==> config.mk <==
export PLATFORM = sky130hd
export DESIGN_NAME = tx_resp_fifo_flat
export DESIGN_NICKNAME = d
export VERILOG_FILES = /design/src/rtl/tx_resp_fifo_pkg.sv /design/src/rtl/tx_resp_fifo_if.sv /design/src/rtl/tx_resp_fifo_mem.sv /design/src/rtl/tx_resp_fifo.sv /design/src/flat_wrapper.sv
export SDC_FILE = /design/constraint.sdc
export NUM_CORES = 1
export LEC_CHECK = 0
export ABC_AREA = 1
export CAP_MARGIN = 20
export CORE_ASPECT_RATIO = 1.5
export CORE_MARGIN = 2
export CORE_UTILIZATION = 59
export DETAILED_ROUTE_END_ITERATION = 8
export PLACE_DENSITY = 0.8
export SLEW_MARGIN = 20
export SYNTH_ARGS = -nofsm -noshare
export SYNTH_HDL_FRONTEND = slang
export SYNTH_HIERARCHICAL = 1
export SYNTH_SLANG_ARGS = --single-unit
==> constraint.sdc <==
create_clock -name clk -period 3 [get_ports clk]
set_input_delay 0.6 -clock clk [delete_from_list [all_inputs] [get_ports clk]]
set_output_delay 0.6 -clock clk [all_outputs]
set_load 0.01 [all_outputs]
==> src/rtl/tx_resp_fifo_pkg.sv <==
// Shared constants, state encodings and flag payload for the TX response FIFO.
package tx_resp_fifo_pkg;

    localparam int unsigned TXF_WIDTH   = 8;
    localparam int unsigned TXF_DEPTH   = 8;
    localparam int unsigned TXF_ACK_TMO = 15;

    localparam logic [1:0] TXF_IDLE      = 2'b00;
    localparam logic [1:0] TXF_WAIT_ACK  = 2'b01;
    localparam logic [1:0] TXF_WAIT_DONE = 2'b10;

    typedef struct packed {
        logic full;
        logic empty;
        logic overflow;
        logic ack_err;
    } txf_flags_t;

    localparam txf_flags_t TXF_FLAGS_RST = '{full: 1'b0, empty: 1'b1, overflow: 1'b0, ack_err: 1'b0};

endpackage

==> src/rtl/tx_resp_fifo_if.sv <==
// Bus between the system controller / UART TX front end and the response FIFO.
interface tx_resp_fifo_if
    import tx_resp_fifo_pkg::*;
#(
    parameter int unsigned WIDTH = TXF_WIDTH,
    parameter int unsigned DEPTH = TXF_DEPTH
) ();

    localparam int unsigned CNT_W = $clog2(DEPTH) + 1;

    logic [WIDTH-1:0] wr_data;
    logic             wr_valid;
    logic             busy;
    logic [WIDTH-1:0] tx_data;
    logic             tx_valid;
    logic             full;
    logic             empty;
    logic [CNT_W-1:0] count;
    logic             overflow;
    logic             ack_err;

    modport master (
        output wr_data, wr_valid, busy,
        input  tx_data, tx_valid, full, empty, count, overflow, ack_err
    );

    modport slave (
        input  wr_data, wr_valid, busy,
        output tx_data, tx_valid, full, empty, count, overflow, ack_err
    );

endinterface

==> src/rtl/tx_resp_fifo_mem.sv <==
// DEPTH x WIDTH storage: synchronous write, combinational read, no reset.
module tx_fifo_mem #(
    parameter int unsigned WIDTH = 8,
    parameter int unsigned DEPTH = 8
) (
    input  logic                     clk,
    input  logic                     we,
    input  logic [$clog2(DEPTH)-1:0] waddr,
    input  logic [WIDTH-1:0]         wdata,
    input  logic [$clog2(DEPTH)-1:0] raddr,
    output logic [WIDTH-1:0]         rdata_c
);

    logic [WIDTH-1:0] mem [DEPTH];

    always_ff @(posedge clk) begin
        if (we) begin
            mem[waddr] <= wdata;
        end
    end

    assign rdata_c = mem[raddr];

endmodule

==> src/rtl/tx_resp_fifo.sv <==
// Response byte buffer feeding the UART TX with a valid-pulse / busy handshake.
module tx_resp_fifo
    import tx_resp_fifo_pkg::*;
#(
    parameter int unsigned WIDTH   = TXF_WIDTH,
    parameter int unsigned DEPTH   = TXF_DEPTH,
    parameter int unsigned ACK_TMO = TXF_ACK_TMO
) (
    input  logic         clk,
    input  logic         rst,
    tx_resp_fifo_if.slave bus
);

    localparam int unsigned PTR_W = $clog2(DEPTH);
    localparam int unsigned CNT_W = PTR_W + 1;
    localparam int unsigned TMO_W = (ACK_TMO < 1) ? 1 : $clog2(ACK_TMO + 1);

    logic [1:0]       state, state_nxt;
    logic [PTR_W-1:0] wptr, rptr;
    logic [CNT_W-1:0] count, count_nxt;
    logic [TMO_W-1:0] tmo, tmo_nxt;
    logic [WIDTH-1:0] tx_data, tx_data_nxt, rd_data;
    logic             tx_valid, tx_valid_nxt;
    txf_flags_t       flags, flags_nxt;
    logic             pop, push;

    tx_fifo_mem #(.WIDTH(WIDTH), .DEPTH(DEPTH)) u_mem (
        .clk     (clk),
        .we      (push),
        .waddr   (wptr),
        .wdata   (bus.wr_data),
        .raddr   (rptr),
        .rdata_c (rd_data)
    );

    // Next-state, issue and occupancy logic
    always_comb begin
        state_nxt    = state;
        tmo_nxt      = tmo;
        tx_data_nxt  = tx_data;
        tx_valid_nxt = 1'b0;
        flags_nxt    = flags;
        pop          = 1'b0;
        count_nxt    = count;

        case (state)
            TXF_IDLE: begin
                if (!flags.empty && !bus.busy) begin
                    pop          = 1'b1;
                    tx_data_nxt  = rd_data;
                    tx_valid_nxt = 1'b1;
                    tmo_nxt      = '0;
                    state_nxt    = TXF_WAIT_ACK;
                end
            end
            TXF_WAIT_ACK: begin
                if (bus.busy) begin
                    state_nxt = TXF_WAIT_DONE;
                end else if (tmo == TMO_W'(ACK_TMO)) begin
                    flags_nxt.ack_err = 1'b1;
                    state_nxt         = TXF_IDLE;
                end else begin
                    tmo_nxt = tmo + TMO_W'(1);
                end
            end
            TXF_WAIT_DONE: begin
                if (!bus.busy) begin
                    state_nxt = TXF_IDLE;
                end
            end
            default: state_nxt = TXF_IDLE;
        endcase

        // A pop in the same cycle frees the slot a full-FIFO push needs
        push = bus.wr_valid && (!flags.full || pop);

        case ({push, pop})
            2'b10:   count_nxt = count + CNT_W'(1);
            2'b01:   count_nxt = count - CNT_W'(1);
            default: count_nxt = count;
        endcase

        flags_nxt.full     = (count_nxt == CNT_W'(DEPTH));
        flags_nxt.empty    = (count_nxt == '0);
        flags_nxt.overflow = flags.overflow | (bus.wr_valid && !push);
    end

    // State and output registers
    always_ff @(posedge clk) begin
        if (rst) begin
            state    <= TXF_IDLE;
            wptr     <= '0;
            rptr     <= '0;
            count    <= '0;
            tmo      <= '0;
            tx_data  <= '0;
            tx_valid <= 1'b0;
            flags    <= TXF_FLAGS_RST;
        end else begin
            state    <= state_nxt;
            count    <= count_nxt;
            tmo      <= tmo_nxt;
            tx_data  <= tx_data_nxt;
            tx_valid <= tx_valid_nxt;
            flags    <= flags_nxt;
            if (push) begin
                wptr <= wptr + PTR_W'(1);
            end
            if (pop) begin
                rptr <= rptr + PTR_W'(1);
            end
        end
    end

    assign bus.tx_data  = tx_data;
    assign bus.tx_valid = tx_valid;
    assign bus.full     = flags.full;
    assign bus.empty    = flags.empty;
    assign bus.count    = count;
    assign bus.overflow = flags.overflow;
    assign bus.ack_err  = flags.ack_err;

endmodule

==> src/flat_wrapper.sv <==
// flat-port wrapper written by rule: the top's interface ports become plain ports
module tx_resp_fifo_flat import tx_resp_fifo_pkg::*;
#(
    parameter int unsigned WIDTH   = TXF_WIDTH,
    parameter int unsigned DEPTH   = TXF_DEPTH,
    parameter int unsigned ACK_TMO = TXF_ACK_TMO
)
  (clk, rst, bus_wr_data, bus_wr_valid, bus_busy, bus_tx_data, bus_tx_valid, bus_full, bus_empty, bus_count, bus_overflow, bus_ack_err);
  tx_resp_fifo_if #(.WIDTH(WIDTH), .DEPTH(DEPTH)) bus_i ();
  input  logic clk;
  input  logic rst;
  input wire logic [$bits(bus_i.wr_data)-1:0] bus_wr_data;
  input wire logic [$bits(bus_i.wr_valid)-1:0] bus_wr_valid;
  input wire logic [$bits(bus_i.busy)-1:0] bus_busy;
  output wire logic [$bits(bus_i.tx_data)-1:0] bus_tx_data;
  output wire logic [$bits(bus_i.tx_valid)-1:0] bus_tx_valid;
  output wire logic [$bits(bus_i.full)-1:0] bus_full;
  output wire logic [$bits(bus_i.empty)-1:0] bus_empty;
  output wire logic [$bits(bus_i.count)-1:0] bus_count;
  output wire logic [$bits(bus_i.overflow)-1:0] bus_overflow;
  output wire logic [$bits(bus_i.ack_err)-1:0] bus_ack_err;
  assign bus_i.wr_data = bus_wr_data;
  assign bus_i.wr_valid = bus_wr_valid;
  assign bus_i.busy = bus_busy;
  assign bus_tx_data = bus_i.tx_data;
  assign bus_tx_valid = bus_i.tx_valid;
  assign bus_full = bus_i.full;
  assign bus_empty = bus_i.empty;
  assign bus_count = bus_i.count;
  assign bus_overflow = bus_i.overflow;
  assign bus_ack_err = bus_i.ack_err;
  tx_resp_fifo #(.WIDTH(WIDTH), .DEPTH(DEPTH), .ACK_TMO(ACK_TMO)) u_core (.clk(clk), .rst(rst), .bus(bus_i));
endmodule
==> results of run 1 <==
-- state kept, by name, indices dropped and copies added (netlist names), 2 cells and up --
name,flops
u_core/bus.count,4
u_core/bus.tx_data,8
u_core/rptr,3
u_core/state,2
u_core/tmo,4
u_core/u_mem/mem,64
u_core/wptr,3
-- critical path, delay by kind of cell --
| family | cells | cell delay (ns) |
|---|---|---|
| AND/OR/NAND/NOR | 11 | 1.10 |
| buffers and inverters | 2 | 0.49 |
| adder cells (fa/ha/maj) | 2 | 0.42 |
| AO/OA/AOI/OAI | 1 | 0.15 |
-- cells by family (layout without fill, tap and decap cells) --
group	count (synthesis)	in the layout	share of synthesized area
adders and majority gates	6	6	0.0180
DFF	93	93	0.600
AOI/OAI and AO/OA	28	28	0.0477
buffers and inverters	107	148	0.116
xor gates and xnor gates	3	3	0.00630
and+or+nand+nor	208	208	0.212
-- final timing paths --
kind | startpoint | end | slack (ns)
worst max register to register | u_core/state[1]$_SDFFE_PP0P_ | u_core/bus.empty$_SDFF_PP1_ | 0.85
worst min-delay path | u_core/bus.overflow$_SDFF_PP0_ | u_core/bus.overflow$_SDFF_PP0_ | 0.46
worst max-delay path | bus_busy | u_core/bus.empty$_SDFF_PP1_ | 0.50
worst min register to register | u_core/bus.overflow$_SDFF_PP0_ | u_core/bus.overflow$_SDFF_PP0_ | 0.46
-- cell usage after synthesis (all sizes together) --
master / count
o21ai: 7
a22o: 9
nor2: 26
o21a: 1
buf: 14
xor2: 1
inv: 93
nand2b: 1
nand3b: 1
nand4: 1
nand3: 45
dfxtp: 29
a21oi: 11
nand2: 134
ha: 6
edfxtp: 64
xnor2: 2
-- stage by stage --
| step | worst slack (ns) | instances | instance area, um2 | total power, mW | hold slack [ns] |
|---|---|---|---|---|---|
| after global routing | 0.317 | 564 | 4670 | 3.36 | 0.494 |
| after global placement | 0.272 | 548 | 4500 | 2.47 | 0.440 |
| final | 0.495 | 564 | 4670 | 3.18 | 0.461 |
| after CTS | 0.534 | 564 | 4670 | 3.19 | 0.464 |
| after detailed placement | 0.164 | 548 | 4500 | 2.50 | 0.449 |
| after floorplan | 0.856 | 445 | 4170 | 2.23 | 0.431 |
-- final cells by class --
type | instances | share of cell area
Multi-Input combinational cell | 245 | 0.253
Inverter | 93 | 0.0764
Clock inverter | 7 | 0.00911
Timing Repair Buffer | 39 | 0.0777
Sequential cell | 93 | 0.536
Clock buffer | 9 | 0.0265
Tap cell | 78 | 0.0209
-- power by group --
group | switching (mW) | leakage [nW] | internal (mW)
clock network | 0.405 | 0.0824 | 0.295
registers | 0.0927 | 0.818 | 1.50
logic | 0.533 | 1.19 | 0.359
total | 1.03 | 2.09 | 2.15
-- metal layers --
| metal | track usage | wire length (um) | share of wire |
|---|---|---|---|
| met1 | 0.254 | 3210 | 0.38 |
| met2 | 0.405 | 4500 | 0.54 |
| met3 | 0.0376 | 327 | 0.039 |
| met4 | 0.146 | 361 | 0.043 |
| met5 | 0 | 0 | 0 |
==> tab_implementation.tex, run 1 <==
\begin{tabular}{lr}
\hline
Metric & Value \\
\hline
\multicolumn{2}{l}{\textbf{Timing}} \\
\quad Final Max Tran Viols & 0 \\
\quad Setup violations, final & 0 \\
\quad Portion of the clock cycle consumed by the worst path in the final layout & 0.835 \\
\quad Setup repair after global routing missed its margin & false \\
\quad Time the worst path needs with I/O delays and setup & between 2 and 3 ns \\
\quad Worst-case headroom to the max-slew limit & 0.618 \\
\quad Final Hold Fails & 0 \\
\quad Fmax & $\sim$400 MHz \\
\quad Aggregate negative setup slack & 0 ns \\
\quad Maximum clock skew at final layout & between 0.01 and 0.015 ns \\
\quad Transition at the pin with the smallest max-transition slack & approximately 0.57 ns \\
\multicolumn{2}{l}{\textbf{Floorplanning}} \\
\quad Ports placed on the boundary & 29 \\
\quad Chip Width & slightly above 70 um \\
\quad Number of standard-cell rows in the floorplan & 37 \\
\quad Die Span Y & around 110 um \\
\quad Floorplan die area & about 0.0078 mm2 \\
\quad Effective utilization at floorplan & 0.608 \\
\quad Area of the core & slightly below 0.007 mm2 \\
\multicolumn{2}{l}{\textbf{Place}} \\
\quad Estimated wirelength of the detail-placed design & 5620 um \\
\quad IO buf count & 28 \\
\quad Final weighted congestion of routability-driven global placement & roughly 0.78 \\
\multicolumn{2}{l}{\textbf{Finish}} \\
\quad Total area of multi-input combinational cells & roughly 0.0012 mm2 \\
\quad Ratio of cells with drive above 1 in the final layout & 0.103 \\
\quad Layout overhead on the synthesized area & 12.0\% \\
\quad Leading cell types in the layout, fill and taps excluded & nand2\_1 (129), inv\_1 (86), edfxtp\_1 (64), nand3\_1 (45), dfxtp\_1 (29) \\
\quad Area taken by flip-flops and latches & roughly 0.0025 mm2 \\
\quad Antenna diode instance count & 0 \\
\quad Nets & $\sim$500 \\
\quad Leading cell type in the layout, fill and taps excluded & nand2\_1 \\
\quad Filler Cell Count & between 500 and 600 \\
\quad Final cell utilization of the core & 0.682 \\
\multicolumn{2}{l}{\textbf{Global routing}} \\
\quad Vias in the first global route & 2965 \\
\quad Pin count of the biggest net entering global routing & 33 \\
\quad Overall global routing resource usage & 0.231 \\
\quad Number of antenna violations at the first check in global routing & 0 \\
\quad Global-route wire length before repair & 13400 um \\
\quad Remaining global-route overflow & 0 \\
\multicolumn{2}{l}{\textbf{Synth}} \\
\quad Synthesized area per cell & approximately 9.4 um2 \\
\quad Synthesis Warnings & 6 \\
\quad Yosys top cell area share & 0.461 \\
\quad Netlist Area Pre-Place & 0.00417 mm2 \\
\quad Biggest area consumer among synthesized cells & edfxtp\_1 \\
\quad Mapped Cells & between 400 and 500 \\
\quad Cell types occupying the most area after synthesis & edfxtp\_1 (46\%), dfxtp\_1 (14\%), nand2\_1 (12\%), inv\_1 (7.7\%), nand3\_1 (5.4\%) \\
\quad Sequential fraction of the synthesis area & 0.600 \\
\quad Count of cell types in the netlist & 28 \\
\quad Flop and latch count out of synthesis & 93 \\
\quad Post-Syn Nets & around 460 \\
\multicolumn{2}{l}{\textbf{Setup path}} \\
\quad Largest incremental delay on the critical path & around 0.46 ns \\
\quad Setup crit start kind & input port \\
\quad Critical path data arrival time & roughly 2.8 ns \\
\quad Crit-path max FO & 5 \\
\quad Worst path slowest cell & clkdlybuf4s50\_1 \\
\quad Required time of the critical path & between 3 and 4 ns \\
\quad Setup CP Type & in2reg \\
\quad Logic depth of the worst register-to-register path & 15 \\
\quad Chain of cells forming the critical path & clkdlybuf4s50\_1 -> nor2\_2 -> nand2\_4 -> nand2\_2 -> nand2\_2 -> ha\_1 -> nor2\_1 -> nor2\_2 -> ha\_1 -> a21oi\_1 -> nand2b\_1 -> nand3\_1 -> nand3\_1 -> nand2\_1 -> nand2\_1 -> inv\_1 \\
\quad Endpoint type of the worst setup path & register \\
\multicolumn{2}{l}{\textbf{Drt}} \\
\quad Number of nets with antenna violations after detailed routing & 0 \\
\quad Post-detailed-route wirelength per cell & 14.9 um \\
\quad Vias per Instance & around 5.3 \\
\quad Vias after detailed routing & approximately 3000 \\
\quad Detailed-router iteration count before antenna repair & 4 \\
\quad Residual DRC & 0 \\
\quad DR iter-0 viols & 183 \\
\quad Final Routed Wirelength & between 8000 and 9000 um \\
\multicolumn{2}{l}{\textbf{Min path}} \\
\quad Instance count along the most critical hold path & 2 \\
\quad Path type of the worst min-delay path & reg2reg \\
\multicolumn{2}{l}{\textbf{Power and ir drop}} \\
\quad Leakage power summed over all cells & 2.09 nW \\
\quad Power per Cell Area & roughly 680 mW/mm2 \\
\quad Worst vdd ir & about 0.50 mV \\
\multicolumn{2}{l}{\textbf{CTS}} \\
\quad Cell at the root of the clock tree & clkbuf\_8 \\
\quad Buffers inserted by post-CTS timing repair & 0 \\
\quad Total CTS buffers & 9 \\
\quad CTS tree & done \\
\quad Clk sink count & 93 \\
\quad CTS H-tree depth & 3 \\
\quad Clock input transition at the sequential cells of the worst setup and hold paths & approximately 0.080 ns \\
\quad Number of gates resized after CTS & 0 \\
\quad Maximum root-to-sink buffer count & 2 \\
\quad Count of hold-fix buffers inserted at cts & 0 \\
\quad Clock Latency Late Sink & roughly 0.35 ns \\
\multicolumn{2}{l}{\textbf{Outcome}} \\
\quad Result of the run & finished, final reports clean \\
\multicolumn{2}{l}{\textbf{Flow run}} \\
\quad Max-cap violations & 0 \\
\hline
\end{tabular}
Power figures use the tool's default switching activity.
==> run 2: changes to the inputs <==
Settings changed: CORE_UTILIZATION 59 to 53, PLACE_DENSITY 0.8 to 0.76.
Clock period 3 ns to 2.3 ns, I/O delays scaled along.
==> run 2 against run 1 <==
Non-clock buffer count rose by 12; sequential power rose by 30%; total power grew 49%; critical endpoint unchanged; clock skew decreased by 0.0052 ns; first-iteration DRC count up 67%; highest routed layer unchanged.
==> tab_implementation.tex, run 2 (synthesis gave the netlist of run 1 again) <==
\begin{tabular}{lr}
\hline
Metric & Value \\
\hline
\multicolumn{2}{l}{\textbf{Finish}} \\
\quad Filler Cell Count & 620 (+18\%) \\
\quad Final std cell area, no fill & 0.00493 mm2 (+5.7\%) \\
\quad Register containing the most flip-flops in the final layout & u\_core/u\_mem/mem \\
\quad Area taken by flip-flops and latches & 0.00250 mm2 (unchanged) \\
\quad Largest registers in the final layout & u\_core/u\_mem/mem: 64 flops, u\_core/bus.tx\_data: 8 flops \\
\quad Total area of multi-input combinational cells & 0.00120 mm2 (+1.2\%) \\
\quad Ratio of cells with drive above 1 in the final layout & 0.129 (+0.0256) \\
\quad Flip-flop count of the largest register after layout & 64 (unchanged) \\
\quad Leading cell types in the layout, fill and taps excluded & nand2\_1 (129), inv\_1 (86), edfxtp\_1 (64), nand3\_1 (44), dfxtp\_1 (29) \\
\quad Final cell utilization of the core & 0.648 (-0.0334) \\
\quad Antenna diode instance count & 0 (unchanged) \\
\quad Layout overhead on the synthesized area & 18.3\% \\
\quad Leading cell type in the layout, fill and taps excluded & nand2\_1 \\
\quad Nets & 511 (+2.4\%) \\
\multicolumn{2}{l}{\textbf{CTS}} \\
\quad CTS tree & done \\
\quad Cell at the root of the clock tree & clkbuf\_16 \\
\quad Clk sink count & 93 (unchanged) \\
\quad CTS H-tree depth & 3 (unchanged) \\
\quad Count of hold-fix buffers inserted at cts & 0 (unchanged) \\
\quad Clock input transition at the sequential cells of the worst setup and hold paths & 0.06 ns (-0.02 ns) \\
\quad Maximum root-to-sink buffer count & 2 (unchanged) \\
\quad Clock Latency Late Sink & 0.34 ns (about the same) \\
\quad Total CTS buffers & 9 (unchanged) \\
\multicolumn{2}{l}{\textbf{Timing}} \\
\quad Setup repair after global routing missed its margin & false \\
\quad Final Hold Fails & 0 (unchanged) \\
\quad Portion of the clock cycle consumed by the worst path in the final layout & 0.852 \\
\quad Worst-case headroom to the max-slew limit & 0.690 (+0.0714) \\
\quad Fmax & between 500 and 600 MHz \\
\quad Maximum clock skew at final layout & 0.00676 ns (-0.00517 ns) \\
\quad Setup violations, final & 0 (unchanged) \\
\quad Time the worst path needs with I/O delays and setup & around 2 ns \\
\quad Final Max Tran Viols & 0 (unchanged) \\
\quad Transition at the pin with the smallest max-transition slack & 0.465 ns (-0.107 ns) \\
\multicolumn{2}{l}{\textbf{Setup path}} \\
\quad Slack of the worst reg-to-reg path & 0.34 ns (-0.51 ns) \\
\quad Crit-path max FO & 3 (-2) \\
\quad Logic depth of the worst register-to-register path & 14 (-1) \\
\quad Critical path data arrival time & 2.25 ns (-0.51 ns) \\
\quad Required time of the critical path & 2.59 ns (-0.66 ns) \\
\quad Reg2reg end & u\_core/bus.empty\$\_SDFF\_PP1\_ \\
\quad Reg-to-reg startpoint & u\_core/state[1]\$\_SDFFE\_PP0P\_ \\
\quad Endpoint type of the worst setup path & register \\
\quad Setup CP Type & reg2reg \\
\quad Setup crit start kind & register \\
\multicolumn{2}{l}{\textbf{Floorplanning}} \\
\quad Floorplan die area & 0.00861 mm2 (+11\%) \\
\quad Number of standard-cell rows in the floorplan & 39 (+5.4\%) \\
\quad Chip Width & 76.4 um (+5.2\%) \\
\quad Die Span Y & 113 um (+5.3\%) \\
\quad Effective utilization at floorplan & 0.548 (-0.0608) \\
\quad Area of the core & 0.00761 mm2 (+11\%) \\
\quad Ports placed on the boundary & 29 (unchanged) \\
\multicolumn{2}{l}{\textbf{Flow run}} \\
\quad Max-cap violations & 0 (unchanged) \\
\multicolumn{2}{l}{\textbf{Drt}} \\
\quad Number of nets with antenna violations after detailed routing & 0 (unchanged) \\
\quad Final Routed Wirelength & 8350 um (-0.46\%) \\
\quad Residual DRC & 0 (unchanged) \\
\quad Post-detailed-route wirelength per cell & 13.9 um (-6.4\%) \\
\quad DR iter-0 viols & 305 (+67\%) \\
\quad Vias after detailed routing & 2953 (-1.3\%) \\
\quad Vias per Instance & 4.92 (-7.2\%) \\
\quad Detailed-router iteration count before antenna repair & 4 (unchanged) \\
\multicolumn{2}{l}{\textbf{Global routing}} \\
\quad Pin count of the biggest net entering global routing & 33 (unchanged) \\
\quad Remaining global-route overflow & 0 (unchanged) \\
\quad Most utilized layer in the global route result & met2 \\
\quad Vias in the first global route & 3072 (+3.6\%) \\
\quad Met2 Resource Use GR & 0.392 (-0.0129) \\
\quad Overall global routing resource usage & 0.212 (-0.0193) \\
\quad Number of antenna violations at the first check in global routing & 0 (unchanged) \\
\quad Global-route wire length before repair & 14000 um (+4.0\%) \\
\quad Met1 track demand over resource in global routing & 0.224 (-0.0295) \\
\quad Grt met3 use & 0.0378 (+0.000187) \\
\multicolumn{2}{l}{\textbf{Place}} \\
\quad Final weighted congestion of routability-driven global placement & 0.803 (+2.3\%) \\
\quad Estimated wirelength of the detail-placed design & 5730 um (+2.1\%) \\
\quad Placement-stage cell area & 0.00462 mm2 (+2.7\%) \\
\quad IO buf count & 28 (unchanged) \\
\multicolumn{2}{l}{\textbf{Power and ir drop}} \\
\quad Worst vdd ir & 0.804 mV (+60\%) \\
\quad Leakage power summed over all cells & 2.23 nW (+6.4\%) \\
\quad Power per Cell Area & 961 mW/mm2 (+41\%) \\
\multicolumn{2}{l}{\textbf{Min path}} \\
\quad Instance count along the most critical hold path & 2 (unchanged) \\
\quad Startpoint of the lowest-slack hold path & u\_core/bus.overflow\$\_SDFF\_PP0\_ \\
\quad Hold Path End & u\_core/bus.overflow\$\_SDFF\_PP0\_ \\
\quad Path type of the worst min-delay path & reg2reg \\
\multicolumn{2}{l}{\textbf{Outcome}} \\
\quad Result of the run & finished, final reports clean \\
\hline
\end{tabular}
-- run 2: worst max path at each step --
stage                                        to                         start  slack (ns)  depth (start not counted)
floorplan           u_core/bus.empty$_SDFF_PP1_                      bus_busy        0.30                         15
global placement    u_core/bus.empty$_SDFF_PP1_                      bus_busy       -0.16                         16
detailed placement  u_core/bus.empty$_SDFF_PP1_                      bus_busy       -0.24                         16
CTS                 u_core/bus.empty$_SDFF_PP1_                      bus_busy        0.12                         16
global route        u_core/bus.empty$_SDFF_PP1_  u_core/state[1]$_SDFFE_PP0P_        0.12                         15
finish              u_core/bus.empty$_SDFF_PP1_  u_core/state[1]$_SDFFE_PP0P_        0.34                         14
-- run 2: metal layers --
metal  part of all wire  up-vias
li1                   -     1494
met1               0.39     1369
met2               0.53       71
met3              0.040       19
met4              0.037        0
met5                  0        -
-- run 2: per-stage QoR --
step | setup WS, ns | power (mW) | std cells | hold WS, ns | TNS [ns]
2_1_floorplan | 0.296 | 2.91 | 445 | 0.431 | 0
3_3_place_gp | -0.161 | 3.28 | 584 | 0.441 | -0.259
3_5_place_dp | -0.236 | 3.33 | 584 | 0.449 | -0.443
4_1_cts | 0.124 | 4.75 | 600 | 0.463 | 0
5_1_grt | 0.120 | 4.99 | 600 | 0.495 | 0
6_report | 0.339 | 4.74 | 600 | 0.457 | 0
-- run 2: where the power goes --
group          switching (mW)  internal (mW)  leakage [nW]
Sequential              0.108           1.95         0.818
Clock                   0.563          0.857         0.145
Combinational           0.728          0.532          1.26
Total                    1.40           3.34          2.23
-- run 2: cell type report --
| type | count | share of cell area |
|---|---|---|
| Clock buffer | 15 | 0.0586 |
| Clock inverter | 1 | 0.00101 |
| Inverter | 93 | 0.0723 |
| Multi-Input combinational cell | 245 | 0.243 |
| Sequential cell | 93 | 0.507 |
| Tap cell | 102 | 0.0259 |
| Timing Repair Buffer | 51 | 0.0923 |
-- run 2: what timing repair did --
item	CTS	global route
endpoints found under the setup margin	0	1
buffers inserted	0	0
resized for setup	0	5
-- run 2: worst max-delay path, cell delays in order (launching register included) --
cell and delay (ns):
dfxtp_1 0.33, nor2_2 0.17, nand2_4 0.08, nand2_2 0.06, nand2_2 0.05, ha_2 0.18
nor2_2 0.13, nor2_2 0.06, ha_1 0.27, o21a_1 0.18, nor2_1 0.13, nand3_2 0.09
nand2_1 0.06, nand2_1 0.05, inv_1 0.05
==> RTL edit 1 (settings of run 2) <==
Take the reset off `tx_data` and load it in a clocked block of its own.
--- a/src/rtl/tx_resp_fifo.sv
+++ b/src/rtl/tx_resp_fifo.sv
@@ -93,14 +93,12 @@
             rptr     <= '0;
             count    <= '0;
             tmo      <= '0;
-            tx_data  <= '0;
             tx_valid <= 1'b0;
             flags    <= TXF_FLAGS_RST;
         end else begin
             state    <= state_nxt;
             count    <= count_nxt;
             tmo      <= tmo_nxt;
-            tx_data  <= tx_data_nxt;
             tx_valid <= tx_valid_nxt;
             flags    <= flags_nxt;
             if (push) begin
@@ -110,6 +108,10 @@
                 rptr <= rptr + PTR_W'(1);
             end
         end
+    end
+
+    always_ff @(posedge clk) begin
+        tx_data <= tx_data_nxt;
     end
 
     assign bus.tx_data  = tx_data;
Check against the original RTL: differs if rst is asserted again (counterexample within 4 cycles, from zero or initial values and one cycle with rst high); with rst held inactive, the same outputs for 10 cycles.
==> RTL edit 1 against run 2 <==
Sequential cell count unchanged. Total power increased by 4.1%. Routed wire length decreased by 3.0%. Synthesized area decreased by 0.48%. Final area increased by 0.99%. Die area decreased by 0.46%. Non-clock buffer count increased by 2. Count of clock-buffer cells in the layout decreased by 2. Fmax decreased by 10%. Worst setup slack got worse by 220 ps. Largest cell class unchanged. Final cell count decreased by 1.7%. Clock power increased by 7%.
==> RTL edit 1: results (changes against run 2) <==
** Global routing
- The via count of the first global-routing pass came to 2900 (-5.6%).
- The met3 demand-to-capacity share in global routing was 4.10% (+0.32 points).
- The met2 global-route usage was 38.4% (-0.83 points).
- The met1 capacity usage during global routing was 20.8% (-1.6 points).

** Synth
- The commonest cells after synthesis are 127 x nand2_1, 85 x inv_1, 72 x edfxtp_1, 42 x nand3_1, 21 x dfxtp_1.
- The post-synthesis net count came to 449 (-3.0%).
- Yosys attributes the largest share of cell area to edfxtp_1 52%, nand2_1 11%, dfxtp_1 10%.
- The fraction of the mapped netlist area in adder cells is 1.81% (+0.0087 points).
- The count of different cell masters after synthesis is 27 (-3.6%).
- The xor/xnor share of the synthesized area was 0.422% (-0.21 points).

** Timing
- Worst-Margin Slew :: 506 ps (+41.4 ps)
- The clock tree skew after final layout was 6.98 ps (+0.218 ps).

** Finish
- The final-stage net count was 501 (-2.0%).
- The fraction of final layout cells with drive strength greater than 1 came to 14.1% (+1.3 points).
- The number of inserted filler cells in the final layout came to 609 (-1.8%).

** Place
- The total cell area at the placement stage came to 0.00464 mm2 (+0.35%).
- Dpl cells :: 574 (-1.7%)
- The detailed-placement wirelength estimate was 5.52 mm (-3.8%).

** Route
- Violation count after the first detailed-routing iteration :: 207 (-32%)
- Average routed wire per standard cell :: 13.7 um (-1.3%)
- The routed wire length on met2 is 4.61 mm (+4.5%).

** Setup path
- The maximum net fanout on the critical path came to 4 (+1).
- Library cell contributing the largest single delay on the critical path :: clkdlybuf4s50_1
- R2R cell count :: 15 (+1)
- The arrival time at the worst endpoint was 2420 ps (+170 ps).
- The delay contributed by the slowest stage of the critical path came to 440 ps (+110 ps).

** Outcome
- The run finished with clean final reports.

** Power
- Standby leakage power :: 2.21 nW (-0.54%)
- Part of the total power dissipated in combinational logic :: 25.7% (-0.9 points)
-- RTL edit 1: final cells by class --
| cell class | instances | area (um2) | share of cell area (%) |
|---|---|---|---|
| timing repair buffer | 53 | 468 | 9.39 |
| sequential | 93 | 2580 | 51.8 |
| multi-input combinational | 235 | 1130 | 22.8 |
| inverter | 91 | 347 | 6.96 |
| clock buffer | 13 | 303 | 6.08 |
| clock inverter | 3 | 21.3 | 0.427 |
| tap | 102 | 128 | 2.56 |
-- RTL edit 1: kinds of logic (layout without fill, tap and decap cells) --
group           count (synthesis)  in the layout
compound gates                 21             21
xor+xnor                        2              2
fa+ha+maj                       6              6
buf+inv                       103            160
flops                          93             93
mux                             1              1
simple gates                  205            205
-- RTL edit 1: worst paths after layout --
check,slack (ps),start,end
setup / recovery,120,bus_busy,u_core/bus.empty
hold / removal,460,u_core/bus.overflow,u_core/bus.overflow
setup reg to reg,320,u_core/state[1],u_core/bus.empty
hold reg to reg,460,u_core/bus.overflow,u_core/bus.overflow
==> RTL edit 2 (settings of run 2) <==
Made on the original files. The package constant `TXF_WIDTH` goes from 8 to 7.
--- a/src/rtl/tx_resp_fifo_pkg.sv
+++ b/src/rtl/tx_resp_fifo_pkg.sv
@@ -1,7 +1,7 @@
 // Shared constants, state encodings and flag payload for the TX response FIFO.
 package tx_resp_fifo_pkg;
 
-    localparam int unsigned TXF_WIDTH   = 8;
+    localparam int unsigned TXF_WIDTH   = 7;
     localparam int unsigned TXF_DEPTH   = 8;
     localparam int unsigned TXF_ACK_TMO = 15;
 
Ports: changed (resized bus_tx_data and bus_wr_data); port bits go from 29 to 27. The function was not compared with the original's and may differ.
==> RTL edit 2 against run 2 <==
Sequential share of layout area grew 0.76 points. Synthesized area shrank 9.6%. Via count decreased by 7.8%. Routed wire length shrank 10%. Worst setup slack lost 180 ps. Total power fell by 16%. Largest power group unchanged. Hold slack barely moved. Critical path type is now in -> reg. Combinational power shrank 8%. Sequential cell count shrank 9. Critical path depth rose by 3. Count of clock-buffer cells in the layout down 2. Final area shrank 12%. Fmax shrank 8.5%. Clock power fell by 32%.
==> RTL edit 2: results (changes against run 2) <==
** Outcome
- The run finished with clean final reports.

** Finish
- The final-stage net count was 471 (-7.8%).
- The final non-filler cell total came to 537 (-11%).
- Biggest registers after layout :: u_core/u_mem/mem (56), u_core/bus.tx_data (7)
- Fraction of final layout cells sized beyond drive strength 1 :: 12.0% (-0.87 points)
- Antenna cell count :: 0 (unchanged)

** CTS
- TritonCTS Buffers :: 9 (unchanged)
- CTS placed an instance of clkbuf_8 at the clock tree root.
- Clock slew seen by the registers of the worst setup and hold paths :: 70 ps

** Place
- The detailed-placement wirelength estimate was 5.11 mm (-11%).
- The total cell area at the placement stage came to 0.00416 mm2 (-10%).
- Dpl cells :: 521 (-11%)
- Count of buffers inserted at the top-level ports :: 26 (-7.1%)
- Routability Congestion :: 0.786 (-2.0%)
- Worst slack, placed :: -201 ps (+35.5 ps)

** Timing
- The hold violation count in the final report is 0 (unchanged).
- Fin crit period :: 2140 ps (+182 ps)
- The transition time at the pin with the least slew margin came to 582 ps (+117 ps).
- Hold Slack :: 457 ps (-0.410 ps)
- The clock tree skew after final layout was 7.53 ps (+0.768 ps).

** Setup path
- The maximum net fanout on the critical path was 3 (unchanged).
- The register-to-register setup slack came to 390 ps (+50 ps).

** Global routing
- Initial antenna violation count :: 0 (unchanged)
- Total Routing Usage GR :: 21.6% (+0.43 points)
- Via count of the first global-routing pass :: 2741 (-11%)
- The first-pass GRT wire length is 12.6 mm (-9.7%).
- The largest net degree at the start of global routing was 32 (-3.0%).

** Synth
- The post-synthesis net count came to 423 (-8.6%).
- By area the synthesized netlist is led by edfxtp_1 45%, dfxtp_1 15%, nand2_1 12%.
- Mapped Cells :: 406 (-8.8%)
- EDFF count, synth :: 56 (-13%)
- The commonest cells after synthesis are 119 x nand2_1, 79 x inv_1, 56 x edfxtp_1, 38 x nand3_1, 28 x dfxtp_1.
- Async set-or-reset flop fraction in the synthesized netlist :: 0% (unchanged)
- Register area share after synthesis :: 59.5% (-0.53 points)
- Unique cell type count in the Yosys netlist :: 24 (-14%)

** Worst hold path
- Worst min path class :: reg -> reg

** Route
- Post-detailed-route via-to-cell ratio :: 5.07 (+3.0%)
- The aggregate routed wire length is 7.48 mm (-10%).
- The number of DRC markers in iteration 0 was 220 (-28%).

** Power
- Worst IR Drop VDD :: 667 uV (-17%)
- The static leakage is 1.99 nW (-10%).
- The sum of internal, switching and leakage power was 0.00400 W (-16%).
-- RTL edit 2: final cells by class --
class	instances	area [um2]
Tap cell	78	97.6
Sequential cell	84	2240
Inverter	83	312
Fill cell	557	2540
Multi-Input combinational cell	229	1100
Clock buffer	13	170
Timing Repair Buffer	47	418
Clock inverter	3	17.5
-- RTL edit 2: critical path, cell delays in order --
cell and delay [ps]:
clkdlybuf4s50_1 430, nor2_1 140, nand2_2 80, nand2_1 70, nand2_2 50, ha_2 190
nand2_1 60, inv_1 60, nor2_2 140, ha_1 240, nand2_1 90, nand2_1 50
nor2_1 100, nand3_1 100, nand2_1 70, nand2_1 50, inv_1 40
-- RTL edit 2: kinds of logic after synthesis --
group / Yosys count / synth area share (%)
flip-flops: 84 / 59.5
AO/OA/AOI/OAI: 27 / 4.38
XOR/XNOR: 3 / 0.697
buffers and inverters: 93 / 11.6
adder cells (fa/ha/maj): 6 / 1.99
AND/OR/NAND/NOR: 193 / 21.9
-- RTL edit 2: final timing paths --
check	to	start	cells after the start
setup / recovery	u_core/bus.empty	bus_busy	17
hold / removal	u_core/bus.overflow	u_core/bus.overflow	2
setup reg to reg	u_core/bus.empty	u_core/state[1]	16
hold reg to reg	u_core/bus.overflow	u_core/bus.overflow	2
-- RTL edit 2: what timing repair did --
action / CTS / global route
hold buffers: 0 / 0
hold endpoints to repair: 0 / 0
resized for setup: 0 / 3
endpoints found under the setup margin: 0 / 2
-- RTL edit 2: where the power goes --
group	switching (W)	internal, W	total (W)
registers	0.0000971	0.00177	0.00187
logic	0.000678	0.000482	0.00116
clock network	0.000487	0.000485	0.000972
-- RTL edit 2: layer usage --
layer	vias to the layer above	GRT usage [%]	routed length (um)
li1	1371	-	-
met1	1279	24.3	2880
met2	62	39.6	4150
met3	11	4.03	330
met4	0	8.33	111
met5	-	0	0
